**src/rtl/control_unit_if.sv**
```systemverilog
// control_unit_if: strobe bundle between the sequencer and the 16-bit single-bus datapath
interface control_unit_if;
   logic        run;
   logic [15:0] ir;
   logic        MFC;
   logic        ALUin0, ALUin1, ALUOutLatch, ALUOutEn;
   logic        PCOutEn, PCInc;
   logic        r0Latch, r1Latch, r2Latch, r3Latch;
   logic        r0Out, r1Out, r2Out, r3Out;
   logic        memEN, memRW;
   logic        MARin, MDRwriteEN, MDRreadEN, MDRout;
   logic        p0Latch, p0Out, p1Latch, p1Out;
   logic        IREN, ALUImmOut, MOVImmOut;
   logic        halted, err;
   modport master (
      input  run, ir, MFC,
      output ALUin0, ALUin1, ALUOutLatch, ALUOutEn, PCOutEn, PCInc,
             r0Latch, r1Latch, r2Latch, r3Latch, r0Out, r1Out, r2Out, r3Out,
             memEN, memRW, MARin, MDRwriteEN, MDRreadEN, MDRout,
             p0Latch, p0Out, p1Latch, p1Out, IREN, ALUImmOut, MOVImmOut, halted, err
   );
   modport slave (
      output run, ir, MFC,
      input  ALUin0, ALUin1, ALUOutLatch, ALUOutEn, PCOutEn, PCInc,
             r0Latch, r1Latch, r2Latch, r3Latch, r0Out, r1Out, r2Out, r3Out,
             memEN, memRW, MARin, MDRwriteEN, MDRreadEN, MDRout,
             p0Latch, p0Out, p1Latch, p1Out, IREN, ALUImmOut, MOVImmOut, halted, err
   );
endinterface

```
**src/rtl/control_unit.sv**
```systemverilog
// control_unit: hardwired fetch/decode/execute sequencer with memory-wait timeout
module control_unit #(
   parameter int MFC_TIMEOUT = 15,
   parameter int TMO_W       = 4
) (
   input logic          clk,
   input logic          rst,
   control_unit_if.master cu
);
   typedef enum logic [4:0] {
      FETCH_ADDR, FETCH_WAIT, FETCH_IR, DECODE,
      ALU_A, ALU_B, ALU_C, ALU_D,
      LD1, LD2, LD3, ST1, ST2, ST3,
      MOVI, OUTP, IN1, IN2, MOVR, HALT, ERROR
   } state_t;
   state_t           state;
   logic [TMO_W-1:0] cnt;
   logic [1:0]       rd, rs;
   logic             waiting, timeout, rd_lat, rd_out, rs_out;
   assign rd      = cu.ir[11:10];
   assign rs      = cu.ir[9:8];
   assign waiting = state inside {FETCH_WAIT, LD2, ST3};
   assign timeout = !cu.MFC && cnt == TMO_W'(MFC_TIMEOUT - 1);
   // state sequencing; the wait counter is held at zero outside wait states so it is clear on entry
   always_ff @(posedge clk or negedge rst) begin
      if (!rst) begin
         state <= FETCH_ADDR;
         cnt   <= '0;
      end else begin
         cnt <= (waiting && !cu.MFC) ? cnt + 1'b1 : '0;
         case (state)
            FETCH_ADDR: state <= cu.run ? FETCH_WAIT : FETCH_ADDR;
            FETCH_WAIT: state <= cu.MFC ? FETCH_IR : timeout ? ERROR : FETCH_WAIT;
            FETCH_IR:   state <= DECODE;
            DECODE:
               if (!cu.ir[15]) state <= ALU_A;
               else case (cu.ir[14:12])
                  3'd0:    state <= LD1;
                  3'd1:    state <= ST1;
                  3'd2:    state <= MOVI;
                  3'd3:    state <= OUTP;
                  3'd4:    state <= IN1;
                  3'd5:    state <= MOVR;
                  3'd6:    state <= FETCH_ADDR;
                  default: state <= HALT;
               endcase
            ALU_A:      state <= ALU_B;
            ALU_B:      state <= ALU_C;
            ALU_C:      state <= ALU_D;
            LD1:        state <= LD2;
            LD2:        state <= cu.MFC ? LD3 : timeout ? ERROR : LD2;
            ST1:        state <= ST2;
            ST2:        state <= ST3;
            ST3:        state <= cu.MFC ? FETCH_ADDR : timeout ? ERROR : ST3;
            IN1:        state <= IN2;
            HALT:       state <= HALT;
            ERROR:      state <= ERROR;
            default:    state <= FETCH_ADDR;
         endcase
      end
   end
   // strobe decode from state and ir fields; everything is forced low while reset is held
   always_comb begin
      {cu.ALUin0, cu.ALUin1, cu.ALUOutLatch, cu.ALUOutEn, cu.PCOutEn, cu.PCInc} = '0;
      {cu.memEN, cu.memRW, cu.MARin, cu.MDRwriteEN, cu.MDRreadEN, cu.MDRout} = '0;
      {cu.p0Latch, cu.p0Out, cu.p1Latch, cu.p1Out, cu.IREN, cu.MOVImmOut} = '0;
      {cu.halted, cu.err, rd_lat, rd_out, rs_out} = '0;
      cu.ALUImmOut = 1'b0;
      if (rst) case (state)
         FETCH_ADDR: {cu.PCOutEn, cu.MARin} = {2{cu.run}};
         FETCH_WAIT: {cu.memEN, cu.memRW, cu.MDRreadEN} = {2'b11, cu.MFC};
         FETCH_IR:   {cu.MDRout, cu.IREN, cu.PCInc} = 3'b111;
         ALU_A:      {rd_out, cu.ALUin0} = 2'b11;
         ALU_B:      {rs_out, cu.ALUin1} = 2'b11;
         ALU_C:      cu.ALUOutLatch = 1'b1;
         ALU_D:      {cu.ALUOutEn, rd_lat} = 2'b11;
         LD1:        {rs_out, cu.MARin} = 2'b11;
         LD2:        {cu.memEN, cu.memRW, cu.MDRreadEN} = {2'b11, cu.MFC};
         LD3:        {cu.MDRout, rd_lat} = 2'b11;
         ST1:        {rs_out, cu.MARin} = 2'b11;
         ST2:        {rd_out, cu.MDRwriteEN} = 2'b11;
         ST3:        cu.memEN = 1'b1;
         MOVI:       {cu.MOVImmOut, rd_lat} = 2'b11;
         OUTP:       {rd_out, cu.p0Latch} = 2'b11;
         IN1:        cu.p1Latch = 1'b1;
         IN2:        {cu.p1Out, rd_lat} = 2'b11;
         MOVR:       {rs_out, rd_lat} = 2'b11;
         HALT:       cu.halted = 1'b1;
         ERROR:      cu.err = 1'b1;
         default:    ;
      endcase
      cu.r0Latch = rd_lat && rd == 2'd0;
      cu.r1Latch = rd_lat && rd == 2'd1;
      cu.r2Latch = rd_lat && rd == 2'd2;
      cu.r3Latch = rd_lat && rd == 2'd3;
      cu.r0Out   = (rd_out && rd == 2'd0) || (rs_out && rs == 2'd0);
      cu.r1Out   = (rd_out && rd == 2'd1) || (rs_out && rs == 2'd1);
      cu.r2Out   = (rd_out && rd == 2'd2) || (rs_out && rs == 2'd2);
      cu.r3Out   = (rd_out && rd == 2'd3) || (rs_out && rs == 2'd3);
   end
endmodule

```
**src/flat_wrapper.sv**
```systemverilog
// flat-port wrapper written by rule: the top's interface ports become plain ports
module control_unit_flat 
#(
   parameter int MFC_TIMEOUT = 15,
   parameter int TMO_W       = 4
)
  (clk, rst, cu_run, cu_ir, cu_MFC, cu_ALUin0, cu_ALUin1, cu_ALUOutLatch, cu_ALUOutEn, cu_PCOutEn, cu_PCInc, cu_r0Latch, cu_r1Latch, cu_r2Latch, cu_r3Latch, cu_r0Out, cu_r1Out, cu_r2Out, cu_r3Out, cu_memEN, cu_memRW, cu_MARin, cu_MDRwriteEN, cu_MDRreadEN, cu_MDRout, cu_p0Latch, cu_p0Out, cu_p1Latch, cu_p1Out, cu_IREN, cu_ALUImmOut, cu_MOVImmOut, cu_halted, cu_err);
  control_unit_if cu_i ();
  input logic clk;
  input logic rst;
  input wire logic [$bits(cu_i.run)-1:0] cu_run;
  input wire logic [$bits(cu_i.ir)-1:0] cu_ir;
  input wire logic [$bits(cu_i.MFC)-1:0] cu_MFC;
  output wire logic [$bits(cu_i.ALUin0)-1:0] cu_ALUin0;
  output wire logic [$bits(cu_i.ALUin1)-1:0] cu_ALUin1;
  output wire logic [$bits(cu_i.ALUOutLatch)-1:0] cu_ALUOutLatch;
  output wire logic [$bits(cu_i.ALUOutEn)-1:0] cu_ALUOutEn;
  output wire logic [$bits(cu_i.PCOutEn)-1:0] cu_PCOutEn;
  output wire logic [$bits(cu_i.PCInc)-1:0] cu_PCInc;
  output wire logic [$bits(cu_i.r0Latch)-1:0] cu_r0Latch;
  output wire logic [$bits(cu_i.r1Latch)-1:0] cu_r1Latch;
  output wire logic [$bits(cu_i.r2Latch)-1:0] cu_r2Latch;
  output wire logic [$bits(cu_i.r3Latch)-1:0] cu_r3Latch;
  output wire logic [$bits(cu_i.r0Out)-1:0] cu_r0Out;
  output wire logic [$bits(cu_i.r1Out)-1:0] cu_r1Out;
  output wire logic [$bits(cu_i.r2Out)-1:0] cu_r2Out;
  output wire logic [$bits(cu_i.r3Out)-1:0] cu_r3Out;
  output wire logic [$bits(cu_i.memEN)-1:0] cu_memEN;
  output wire logic [$bits(cu_i.memRW)-1:0] cu_memRW;
  output wire logic [$bits(cu_i.MARin)-1:0] cu_MARin;
  output wire logic [$bits(cu_i.MDRwriteEN)-1:0] cu_MDRwriteEN;
  output wire logic [$bits(cu_i.MDRreadEN)-1:0] cu_MDRreadEN;
  output wire logic [$bits(cu_i.MDRout)-1:0] cu_MDRout;
  output wire logic [$bits(cu_i.p0Latch)-1:0] cu_p0Latch;
  output wire logic [$bits(cu_i.p0Out)-1:0] cu_p0Out;
  output wire logic [$bits(cu_i.p1Latch)-1:0] cu_p1Latch;
  output wire logic [$bits(cu_i.p1Out)-1:0] cu_p1Out;
  output wire logic [$bits(cu_i.IREN)-1:0] cu_IREN;
  output wire logic [$bits(cu_i.ALUImmOut)-1:0] cu_ALUImmOut;
  output wire logic [$bits(cu_i.MOVImmOut)-1:0] cu_MOVImmOut;
  output wire logic [$bits(cu_i.halted)-1:0] cu_halted;
  output wire logic [$bits(cu_i.err)-1:0] cu_err;
  assign cu_i.run = cu_run;
  assign cu_i.ir = cu_ir;
  assign cu_i.MFC = cu_MFC;
  assign cu_ALUin0 = cu_i.ALUin0;
  assign cu_ALUin1 = cu_i.ALUin1;
  assign cu_ALUOutLatch = cu_i.ALUOutLatch;
  assign cu_ALUOutEn = cu_i.ALUOutEn;
  assign cu_PCOutEn = cu_i.PCOutEn;
  assign cu_PCInc = cu_i.PCInc;
  assign cu_r0Latch = cu_i.r0Latch;
  assign cu_r1Latch = cu_i.r1Latch;
  assign cu_r2Latch = cu_i.r2Latch;
  assign cu_r3Latch = cu_i.r3Latch;
  assign cu_r0Out = cu_i.r0Out;
  assign cu_r1Out = cu_i.r1Out;
  assign cu_r2Out = cu_i.r2Out;
  assign cu_r3Out = cu_i.r3Out;
  assign cu_memEN = cu_i.memEN;
  assign cu_memRW = cu_i.memRW;
  assign cu_MARin = cu_i.MARin;
  assign cu_MDRwriteEN = cu_i.MDRwriteEN;
  assign cu_MDRreadEN = cu_i.MDRreadEN;
  assign cu_MDRout = cu_i.MDRout;
  assign cu_p0Latch = cu_i.p0Latch;
  assign cu_p0Out = cu_i.p0Out;
  assign cu_p1Latch = cu_i.p1Latch;
  assign cu_p1Out = cu_i.p1Out;
  assign cu_IREN = cu_i.IREN;
  assign cu_ALUImmOut = cu_i.ALUImmOut;
  assign cu_MOVImmOut = cu_i.MOVImmOut;
  assign cu_halted = cu_i.halted;
  assign cu_err = cu_i.err;
  control_unit #(.MFC_TIMEOUT(MFC_TIMEOUT), .TMO_W(TMO_W)) u_core (.clk(clk), .rst(rst), .cu(cu_i));
endmodule
```
**config.mk**
```make
export PLATFORM = sky130hd
export DESIGN_NAME = control_unit_flat
export DESIGN_NICKNAME = d
export VERILOG_FILES = /design/src/rtl/control_unit_if.sv /design/src/rtl/control_unit.sv /design/src/flat_wrapper.sv
export SDC_FILE = /design/constraint.sdc
export NUM_CORES = 1
export LEC_CHECK = 0
export ABC_AREA = 1
export CAP_MARGIN = 20
export CELL_PAD_IN_SITES_DETAIL_PLACEMENT = 0
export CELL_PAD_IN_SITES_GLOBAL_PLACEMENT = 1
export CORE_UTILIZATION = 29
export DETAILED_ROUTE_END_ITERATION = 10
export PLACE_DENSITY_LB_ADDON = 0.3
export SLEW_MARGIN = 20
export SYNTH_ARGS = -nofsm -noshare
export SYNTH_HDL_FRONTEND = slang
export SYNTH_SLANG_ARGS = --single-unit
```
**constraint.sdc**
```tcl
create_clock -name clk -period 2.9 [get_ports clk]
set_input_delay 0.435 -clock clk [delete_from_list [all_inputs] [get_ports clk]]
set_output_delay 0.435 -clock clk [all_outputs]
set_load 0.01 [all_outputs]
```
# After elaboration in Yosys (flattened, before gate mapping)
# Cells that the tools add are included.
[totals]
register_bits = 9
inputBits = 20
out_inout_bits = 29
elab_cells = 120
[op_classes]
addsub = 1
n_eq_ne = 33
muxes = 53
reduce_logical = 31
[op_table]
columns = ["cell", "count"]
rows = [
  ["5-bit one-hot mux with 15 select lines", 1],
  ["1-bit two-way mux", 42],
  ["5-bit by 4-bit == test with 1-bit output (second input constant)", 8],
  ["5-bit two-way mux", 7],
  ["5-bit one-hot mux with 7 select lines", 1],
  ["5-bit == test (second input constant)", 5],
  ["5-bit by 3-bit == test with 1-bit output (second input constant)", 4],
  ["1-bit logical AND", 14],
  ["5-bit by 2-bit == test with 1-bit output (second input constant)", 2],
  ["3-bit == test (second input constant)", 3],
  ["2-bit == test (second input constant)", 4],
  ["3-bit by 2-bit == test with 1-bit output (second input constant)", 2],
  ["2-bit OR reduction", 3],
  ["3-bit OR reduction", 2],
  ["5-bit by 1-bit == test with 1-bit output (second input constant)", 1],
  ["5-bit logical NOT", 1],
  ["5-bit OR reduction", 1],
  ["4-bit by 1-bit adder with 4-bit output (second input constant)", 1],
  ["2-bit by 1-bit == test with 1-bit output (second input constant)", 2],
  ["4-bit == test (second input constant)", 1],
  ["2-bit logical NOT", 2],
  ["1-bit logical OR", 4],
  ["4-bit two-way mux", 1],
  ["4-bit OR reduction", 1],
  ["other kinds (5)", 5],
]

# Logic depth before layout (Yosys ltp)
# Gate-level depths: netlist (run 1).
[depth]
ltp_word = 6
depth_mapped = 9
mapped_depth_nobuf = 8

# Least setup slack after synthesis (run 1)
# OpenSTA, ideal clock, no wires.
[synth_path]
path_type = "input port to output port"
startpoint = "input port rst"
endpoint = "output port cu_PCInc"
arrival_ns = 1.270
slack_ns = 1.195
stages = 5
n_path_buf = 3
cell_sequence = "buf_2 inv_1 buf_1 nor2_1 buf_4"
[synth_via]
elab_chain_len = 1
[synth_lines]
columns = ["item", "line", "text"]
rows = [
  ["from (decl)", "flat_wrapper.sv:10", "input logic rst;"],
  ["1-bit two-way mux", "-", ""],
  ["to (decl)", "flat_wrapper.sv:19", "output wire logic [$bits(cu_i.PCInc)-1:0] cu_PCInc;"],
]
# Every way passes these cells.

# Worst setup path in the final report (run 1)
[layout_path]
startpoint = "input port rst"
endpoint = "output port cu_p1Out"
[layout_via]
elab_chain_len = 1
[layout_lines]
columns = ["item", "line", "text"]
rows = [
  ["1-bit two-way mux", "control_unit.sv:69", "if (rst) case (state)"],
  ["to (decl)", "flat_wrapper.sv:37", "output wire logic [$bits(cu_i.p1Out)-1:0] cu_p1Out;"],
]
# Every way passes these cells.

==> results.toml, run 1 <==
[placed_design]
port_buffers = 38
gp_congestion = 0.802
place_area_mm2 = 0.00147
hpwlAfterDp_um = 2440
placed_cells_incl_taps = 260

[finish]
antennaDiodeCount = 0
final_area_mm2 = 0.00152
final_cells = 264
drive_above_1_share = 0.128
nets = 241
area_growth_pct = 40.8

[setup_path]
crit_path_end_kind = "output port"
criticalPathCategory = "primary input to output port"
critPathRequiredTime_ns = 2.47
cp-start-kind = "primary input"
worstPathCellList = "clkdlybuf4s50_1, inv_1, nor3_1, clkdlybuf4s50_1"
cp.arrival_ns = 2.24
cpMostUsedCell = "clkdlybuf4s50_1"
cp_max_fo = 14
cp_top_family = "buffers and inverters"
cp_slowest_cell = "clkdlybuf4s50_1"
cpPeakStageDelay_ns = 0.68
path_buf_inv = 3

[power_and_ir_drop]
power_density_mw_per_mm2 = 653
p_switching_w = 0.000505
p_int_w = 0.000487
pwr-share-seq = 0.249
pwr-share-clk = 0.143
comb_power_share = 0.608
p_sw_frac = 0.509
power_leakage_nw = 0.708
irDropWorstVdd_uv = 339

[timing]
fin_tns_setup_ns = 0
rsz0062_at_grt = "no"
fin_crit_ns = 2.68
setup_viol = 0
finalHoldViolations = 0
final-max-slew-violation-count = 0
fin_crit_sh = 0.923
clock_skew_ns = 0.000583
max_freq_mhz = 374
whs_ns = 0.488

[cts]
clock-sinks = 9
cts_root_buf = "clkbuf_8"
postCtsSetupBuffers = 0
htreeDepth = 1
cts_resized = 0
cts_tree = "yes"
clk_latency_ns = 0.23
cts_buffers = 3
cts_hold_buffers = 0
clock_path_buffers = 2
clkTransAtPathRegs_ns = 0.04

[yosys]
netlist.area_leader.share = 0.209
yosys.area.top_type = "dfrtp_1"
synth_warnings = 0
synth_area_mm2 = 0.00108
avgSynthCellArea_um2 = 5.93
ys_types = 28
syn_inst = 182
seq_area_frac_synth = 0.209
ys_ff_latch = 9
synth_area_leaders = "dfrtp_1 21%, nand2_1 14%, nor2_1 13%"

[global_route]
grt_start_max_net_pins = 15
antenna_found_initial = 0
grt_pass1_wl_um = 5180
grt_usage = 0.162
first_global_vias = 1195
overflow = 0

[floorplanning]
num_rows = 21
core_mm2 = 0.00344
pin_count = 49
die-area_mm2 = 0.00397
die_h_um = 63.0
initial_core_util = 0.313
dieWidth_um = 63.0

[route]
ant_nets = 0
wl_um = 2920
vias = 1222
drt_iter0_drc = 20
vias_per_cell = 4.63
first_pass_iters = 4
drc = 0
wl_per_cell_um = 11.1

[hold_path]
worstHoldPathType = "flop to flop"

[job]
maxCapViolations = 0

[outcome]
outcome = "finished clean"
placed cells by master (no fill, tap or decap), types with 2 or more instances in the layout:
master	instances
nor3_1	8
dfrtp_1	9
o21a_1	2
o21ai_1	2
inv_2	4
a21oi_1	3
inv_1	19
nand3_2	2
nand2_1	40
nand2_2	6
conb_1	2
clkbuf_8	3
nor2_4	3
ha_1	2
clkdlybuf4s50_1	38
nand4_1	2
nor2_2	7
nand3_1	19
nor2_1	37
synthesized netlist by cell type, drive strengths merged:
cell	instances
dfrtp	9
xnor2	1
nand4	2
buf	8
nand2	46
o211ai	1
ha	2
and3	1
inv	23
o21a	2
a21oi	3
nand3b	1
conb	1
nand3	21
xor2	1
o21ai	4
nor2	48
nor3	8
power groups by stage:
| stage | clock network, W | registers, W | logic, W |
|---|---|---|---|
| 2_1_floorplan | 0 | 0.000187 | 0.000486 |
| 3_3_place_gp | 0 | 0.000246 | 0.000602 |
| 3_5_place_dp | 0 | 0.000248 | 0.000605 |
| 4_1_cts | 0.000145 | 0.000246 | 0.000608 |
| 5_1_grt | 0.000155 | 0.000257 | 0.000677 |
| 6_report | 0.000142 | 0.000247 | 0.000603 |
path summary, 6_finish.rpt:
path                                 startpoint              end  slack (ns)  cells past startpoint
worst min register to register    u_core.cnt[0]    u_core.cnt[0]        0.49                      1
worst max-delay path                        rst         cu_p1Out        0.22                      4
worst min-delay path              u_core.cnt[0]    u_core.cnt[0]        0.49                      1
min in group asynchronous                   rst    u_core.cnt[1]        0.80                      2
worst max register to register  u_core.state[1]  u_core.state[1]        1.55                      6
max in group asynchronous                   rst  u_core.state[3]        1.97                      2
sequential cells by signal (all words and copies together), names as in the netlist:
name and flops:
u_core.cnt 4, u_core.state 5
logic make-up (layout without fill, tap and decap cells):
family | Yosys count | in the layout | synth area share
other | 1 | 2 | 0.00348
XOR/XNOR | 2 | 2 | 0.0162
AO/OA/AOI/OAI | 10 | 10 | 0.0568
AND/OR/NAND/NOR | 127 | 127 | 0.561
buffers and inverters | 31 | 66 | 0.130
flip-flops | 9 | 9 | 0.209
adder cells (fa/ha/maj) | 2 | 2 | 0.0232
per-layer routing:
| layer | vias up | routed length [um] | global-route usage |
|---|---|---|---|
| li1 | 638 | - | - |
| met4 | 0 | 0 | 0.0174 |
| met1 | 550 | 1380 | 0.202 |
| met2 | 34 | 1410 | 0.294 |
| met5 | - | 0 | 0 |
| met3 | 0 | 124 | 0.0292 |
stage by stage:
| step | power, W | utilization | worst slack [ns] |
|---|---|---|---|
| 6_report | 0.000991 | 0.441 | 0.225 |
| 5_1_grt | 0.00109 | 0.441 | 0.0912 |
| 4_1_cts | 0.000999 | 0.441 | 0.193 |
| 3_5_place_dp | 0.000853 | 0.428 | 0.198 |
| 3_3_place_gp | 0.000848 | 0.428 | 0.225 |
| 2_1_floorplan | 0.000674 | - | 1.19 |
cell type report:
class | count | area (um^2)
Tap cell | 46 | 57.6
Multi-Input combinational cell | 143 | 717
Sequential cell | 9 | 225
Timing Repair Buffer | 39 | 388
Fill cell | 371 | 1920
Clock buffer | 4 | 45.0
Inverter | 23 | 86.3
(Power assumes the default switching activity.)
==> inputs of run 2 (changes only) <==
--- a/config.mk
+++ b/config.mk
@@ -9,7 +9,7 @@
 export CAP_MARGIN = 20
 export CELL_PAD_IN_SITES_DETAIL_PLACEMENT = 0
 export CELL_PAD_IN_SITES_GLOBAL_PLACEMENT = 1
-export CORE_UTILIZATION = 29
+export CORE_UTILIZATION = 27
 export DETAILED_ROUTE_END_ITERATION = 10
 export PLACE_DENSITY_LB_ADDON = 0.3
 export SLEW_MARGIN = 20
==> constraint.sdc (replaced) <==
create_clock -name clk -period 2.95 [get_ports clk]
set_input_delay 0.4425 -clock clk [delete_from_list [all_inputs] [get_ports clk]]
set_output_delay 0.4425 -clock clk [all_outputs]
set_load 0.01 [all_outputs]
==> run 2 against run 1 <==
Combinational power shrank 2%. Final cell count grew 0.76%. Critical path depth is the same.
==> results.toml, run 2 (synthesis results as in run 1) <==
[cts]
htreeDepth = 1
cts_buffers = 3
postCtsSetupBuffers = 0
clk_latency_ns = 0.23
clock-sinks = 9
clock_path_buffers = 2
clkTransAtPathRegs_ns = 0.04
cts_root_buf = "clkbuf_8"
cts_tree = "yes"
cts_hold_buffers = 0
cts_resized = 0

[global_route]
grt_pass1_wl_um = 4960
grt_usage = 0.146
overflow = 0
grt_start_max_net_pins = 15
first_global_vias = 1109
antenna_found_initial = 0

[floorplanning]
initial_core_util = 0.288
dieWidth_um = 65.2
die-area_mm2 = 0.00425
pin_count = 49
num_rows = 22
die_h_um = 65.2
core_mm2 = 0.00374

[route]
first_pass_iters = 4
vias = 1205
wl_um = 2910
ant_nets = 0
drc = 0
wl_per_cell_um = 10.9
drt_iter0_drc = 50
vias_per_cell = 4.53

[setup_path]
cp_max_fo = 14
critPathRequiredTime_ns = 2.51
cp_slowest_cell = "clkdlybuf4s50_1"
crit_path_end_kind = "output port"
cp-start-kind = "primary input"
cpMostUsedCell = "clkdlybuf4s50_1"
criticalPathCategory = "primary input to output port"
worstPathCellList = "clkdlybuf4s50_1, inv_1, nor3_1, clkdlybuf4s50_1"
cpPeakStageDelay_ns = 0.66
cp.arrival_ns = 2.19

[timing]
fin_crit_ns = 2.64
fin_tns_setup_ns = 0
final-max-slew-violation-count = 0
max_freq_mhz = 379
setup_viol = 0
clock_skew_ns = 0.00401
finalHoldViolations = 0
rsz0062_at_grt = "no"
fin_crit_sh = 0.894

[finish]
area_growth_pct = 41.2
layout_commonest_cell = "nand2_1"
drive_above_1_share = 0.133
fin_util = 0.407
fill_cells = 435
layout_common_cells = "40 x nand2_1, 38 x clkdlybuf4s50_1, 37 x nor2_1, 19 x nand3_1, 19 x inv_1"
nets = 241
largest_reg_flops = 5
multi_input_area_um2 = 717
antennaDiodeCount = 0
largest_registers = "u_core.state x5, u_core.cnt x4"
regMostFlops = "u_core.state"
regArea_um2 = 225

[power_and_ir_drop]
irDropWorstVdd_uv = 309
power_density_mw_per_mm2 = 642
power_leakage_nw = 0.710

[hold_path]
worstHoldPathType = "flop to flop"

[placed_design]
hpwlAfterDp_um = 2450
port_buffers = 38
gp_congestion = 0.788

[job]
maxCapViolations = 0

[outcome]
outcome = "finished clean"
run 2: path summary, 6_finish.rpt:
check                                start               to  slack (ns)  depth (start not counted)
setup / recovery                       rst         cu_p1Out        0.31                          4
hold / removal               u_core.cnt[0]    u_core.cnt[0]        0.50                          1
setup reg to reg           u_core.state[2]  u_core.state[4]        1.60                          6
hold reg to reg              u_core.cnt[0]    u_core.cnt[0]        0.50                          1
max in group asynchronous              rst    u_core.cnt[0]        2.02                          2
min in group asynchronous              rst  u_core.state[1]        0.78                          2
run 2: power by group:
group / internal [W] / switching (W)
clock: 0.0000922 / 0.0000506
sequential: 0.000156 / 0.0000860
combinational: 0.000228 / 0.000364
run 2: layout make-up:
class / instances / share of cell area
timing repair buffer: 39 / 0.255
inverter: 23 / 0.0567
clock buffer: 3 / 0.0271
tap: 48 / 0.0394
clock inverter: 1 / 0.00329
sequential: 9 / 0.148
multi-input combinational: 143 / 0.471
run 2: through the flow:
stage | power [W] | cells | setup slack (ns) | cell area (um^2) | hold slack [ns]
6_report | 0.000978 | 266 | 0.313 | 1520 | 0.496
5_1_grt | 0.00107 | 266 | 0.126 | 1520 | 0.518
4_1_cts | 0.000988 | 266 | 0.275 | 1520 | 0.499
3_5_place_dp | 0.000842 | 262 | 0.279 | 1480 | 0.487
3_3_place_gp | 0.000840 | 262 | 0.228 | 1480 | 0.484
2_1_floorplan | 0.000662 | 183 | 1.23 | 1080 | 0.147
run 2: routing by layer:
layer | up-vias | track usage | share of wire
li1 | 640 | - | -
met1 | 532 | 0.205 | 0.49
met2 | 30 | 0.247 | 0.47
met3 | 3 | 0.0122 | 0.040
met4 | 0 | 0.0163 | 0.0045
met5 | - | 0 | 0
run 2: worst max-delay path: cells and delay by family:
| family | cells | cell delay (ns) |
|---|---|---|
| buffers and inverters | 3 | 1.49 |
| AND/OR/NAND/NOR | 1 | 0.25 |
==> patch (settings of run 1) <==
`TMO_W` is set to 4 in 2 places; all go to 6.
--- a/src/rtl/control_unit.sv
+++ b/src/rtl/control_unit.sv
@@ -1,7 +1,7 @@
 // control_unit: hardwired fetch/decode/execute sequencer with memory-wait timeout
 module control_unit #(
    parameter int MFC_TIMEOUT = 15,
-   parameter int TMO_W       = 4
+   parameter int TMO_W       = 6
 ) (
    input logic          clk,
    input logic          rst,
--- a/src/flat_wrapper.sv
+++ b/src/flat_wrapper.sv
@@ -2,7 +2,7 @@
 module control_unit_flat 
 #(
    parameter int MFC_TIMEOUT = 15,
-   parameter int TMO_W       = 4
+   parameter int TMO_W       = 6
 )
   (clk, rst, cu_run, cu_ir, cu_MFC, cu_ALUin0, cu_ALUin1, cu_ALUOutLatch, cu_ALUOutEn, cu_PCOutEn, cu_PCInc, cu_r0Latch, cu_r1Latch, cu_r2Latch, cu_r3Latch, cu_r0Out, cu_r1Out, cu_r2Out, cu_r3Out, cu_memEN, cu_memRW, cu_MARin, cu_MDRwriteEN, cu_MDRreadEN, cu_MDRout, cu_p0Latch, cu_p0Out, cu_p1Latch, cu_p1Out, cu_IREN, cu_ALUImmOut, cu_MOVImmOut, cu_halted, cu_err);
   control_unit_if cu_i ();
Formal check against the unedited RTL: no difference found for any inputs over 10 cycles, from zero or initial values and one cycle with rst low; that may be too few to reach the edited logic, so the function may still have changed.
==> patch against run 1 <==
Hold slack better by 0.031 ns. Sequential cell count grew 2. Register-to-register slack worse by 0.16 ns. Utilization down 1.3 points. Wire length rose by 1.4%. Synthesized area increased by 2.3%. Final area rose by 3.1%. Global-route usage decreased by 0.54 points. Power is 11% lower. Worst setup slack better by 0.084 ns. Largest power group unchanged. Sequential power is 4% lower.
==> patch: results (changes against run 1) <==
Vias in the first global route -> 1212 (+1.4%)
Initial DRC Count -> 94 (+370%)
Worst VDD drop -> 0.0002732 V (-19%)
Crit-path leading delay family -> simple AND/OR/NAND/NOR gates
Largest net degree at the start of global routing -> 23 (+8)
Post-Syn Instances -> 198 (+8.8%)
Drt wl/cell -> 10.39 um (-6.1%)
Post-Synth Adder-Cell Area -> 2.268% (-0.053 points)
Status -> finished clean
Biggest regs -> u_core.cnt x6, u_core.state x5
Synth Area in Compound Gates -> 3.855% (-1.8 points)
Reg2Reg Setup Slack -> 1.39 ns (-0.16 ns)
First-pass GRT wire length -> 5195 um (+0.27%)
Final cell count without fillers -> 285 (+8.0%)
R2R Path End -> u_core.state[0]$_DFF_PN0_
Share of layout cells above drive strength 1 -> 2.954% (-9.9 points)
Switching power total -> 416.0 uW (-18%)
Via-to-Cell Ratio -> 4.635 (+0.14%)
Clock skew -> 0.001242 ns (+0.0006591 ns)
Filler Cells Inserted -> 413 (+11%)
Area delta synth->final -> 41.95%
R2R cell count -> 7 (+1)
Library cells used by synthesis -> 20 (-29%)
CP max FO -> 8 (-6)
Hold WS -> 0.5191 ns (+0.03070 ns)
==> patch: cell types whose count changed after synthesis, sizes merged, moves of 4 or more <==
cell,before,now
nor3,8,13
inv,23,19
nand2,46,55
nand4,2,7
nor2,48,58
nand3,21,13
==> patch: power groups by stage <==
stage | Combinational [uW] | Sequential [uW] | Clock (uW)
after detailed placement | 498 | 238 | 0
after global placement | 502 | 238 | 0
after CTS | 500 | 235 | 157
after floorplan | 355 | 212 | 0
after global routing | 568 | 241 | 164
final | 496 | 237 | 152
==> patch: cell type report <==
class | instances | area share (%)
multi-input cells | 161 | 45.21
repair buffers | 41 | 25.72
well taps | 48 | 3.834
clock buffers | 4 | 2.875
flip-flops and latches | 11 | 17.57
inverters | 20 | 4.792
==> patch: worst max path at each step <==
stage | cells after the start | slack, ns | start | end
after floorplan | 4 | 1.22 | rst | cu_PCInc
after global placement | 6 | 0.38 | rst | cu_r2Out
after detailed placement | 6 | 0.35 | rst | cu_r1Out
after CTS | 8 | 0.31 | u_core.state[1]$_DFF_PN0_ | cu_r3Out
after global routing | 8 | 0.11 | u_core.state[1]$_DFF_PN0_ | cu_r3Out
final | 8 | 0.31 | u_core.state[1]$_DFF_PN0_ | cu_r3Out
==> patch: worst register-to-register path: stages, from the launching register on <==
cell and delay (ns):
dfrtp_1 0.49, nor2_1 0.27, inv_1 0.14, nor2_1 0.25, nand2_1 0.11, nand3_1 0.09, nor2_1 0.05, nand2_1 0.05
==> patch: metal layers <==
metal  track usage [%]  wire [um]  vias up
li1                  -          -      703
met1             20.46       1421      569
met2             26.73       1371       47
met3             1.630        145        2
met4             4.830         21        0
met5                 0          0        -
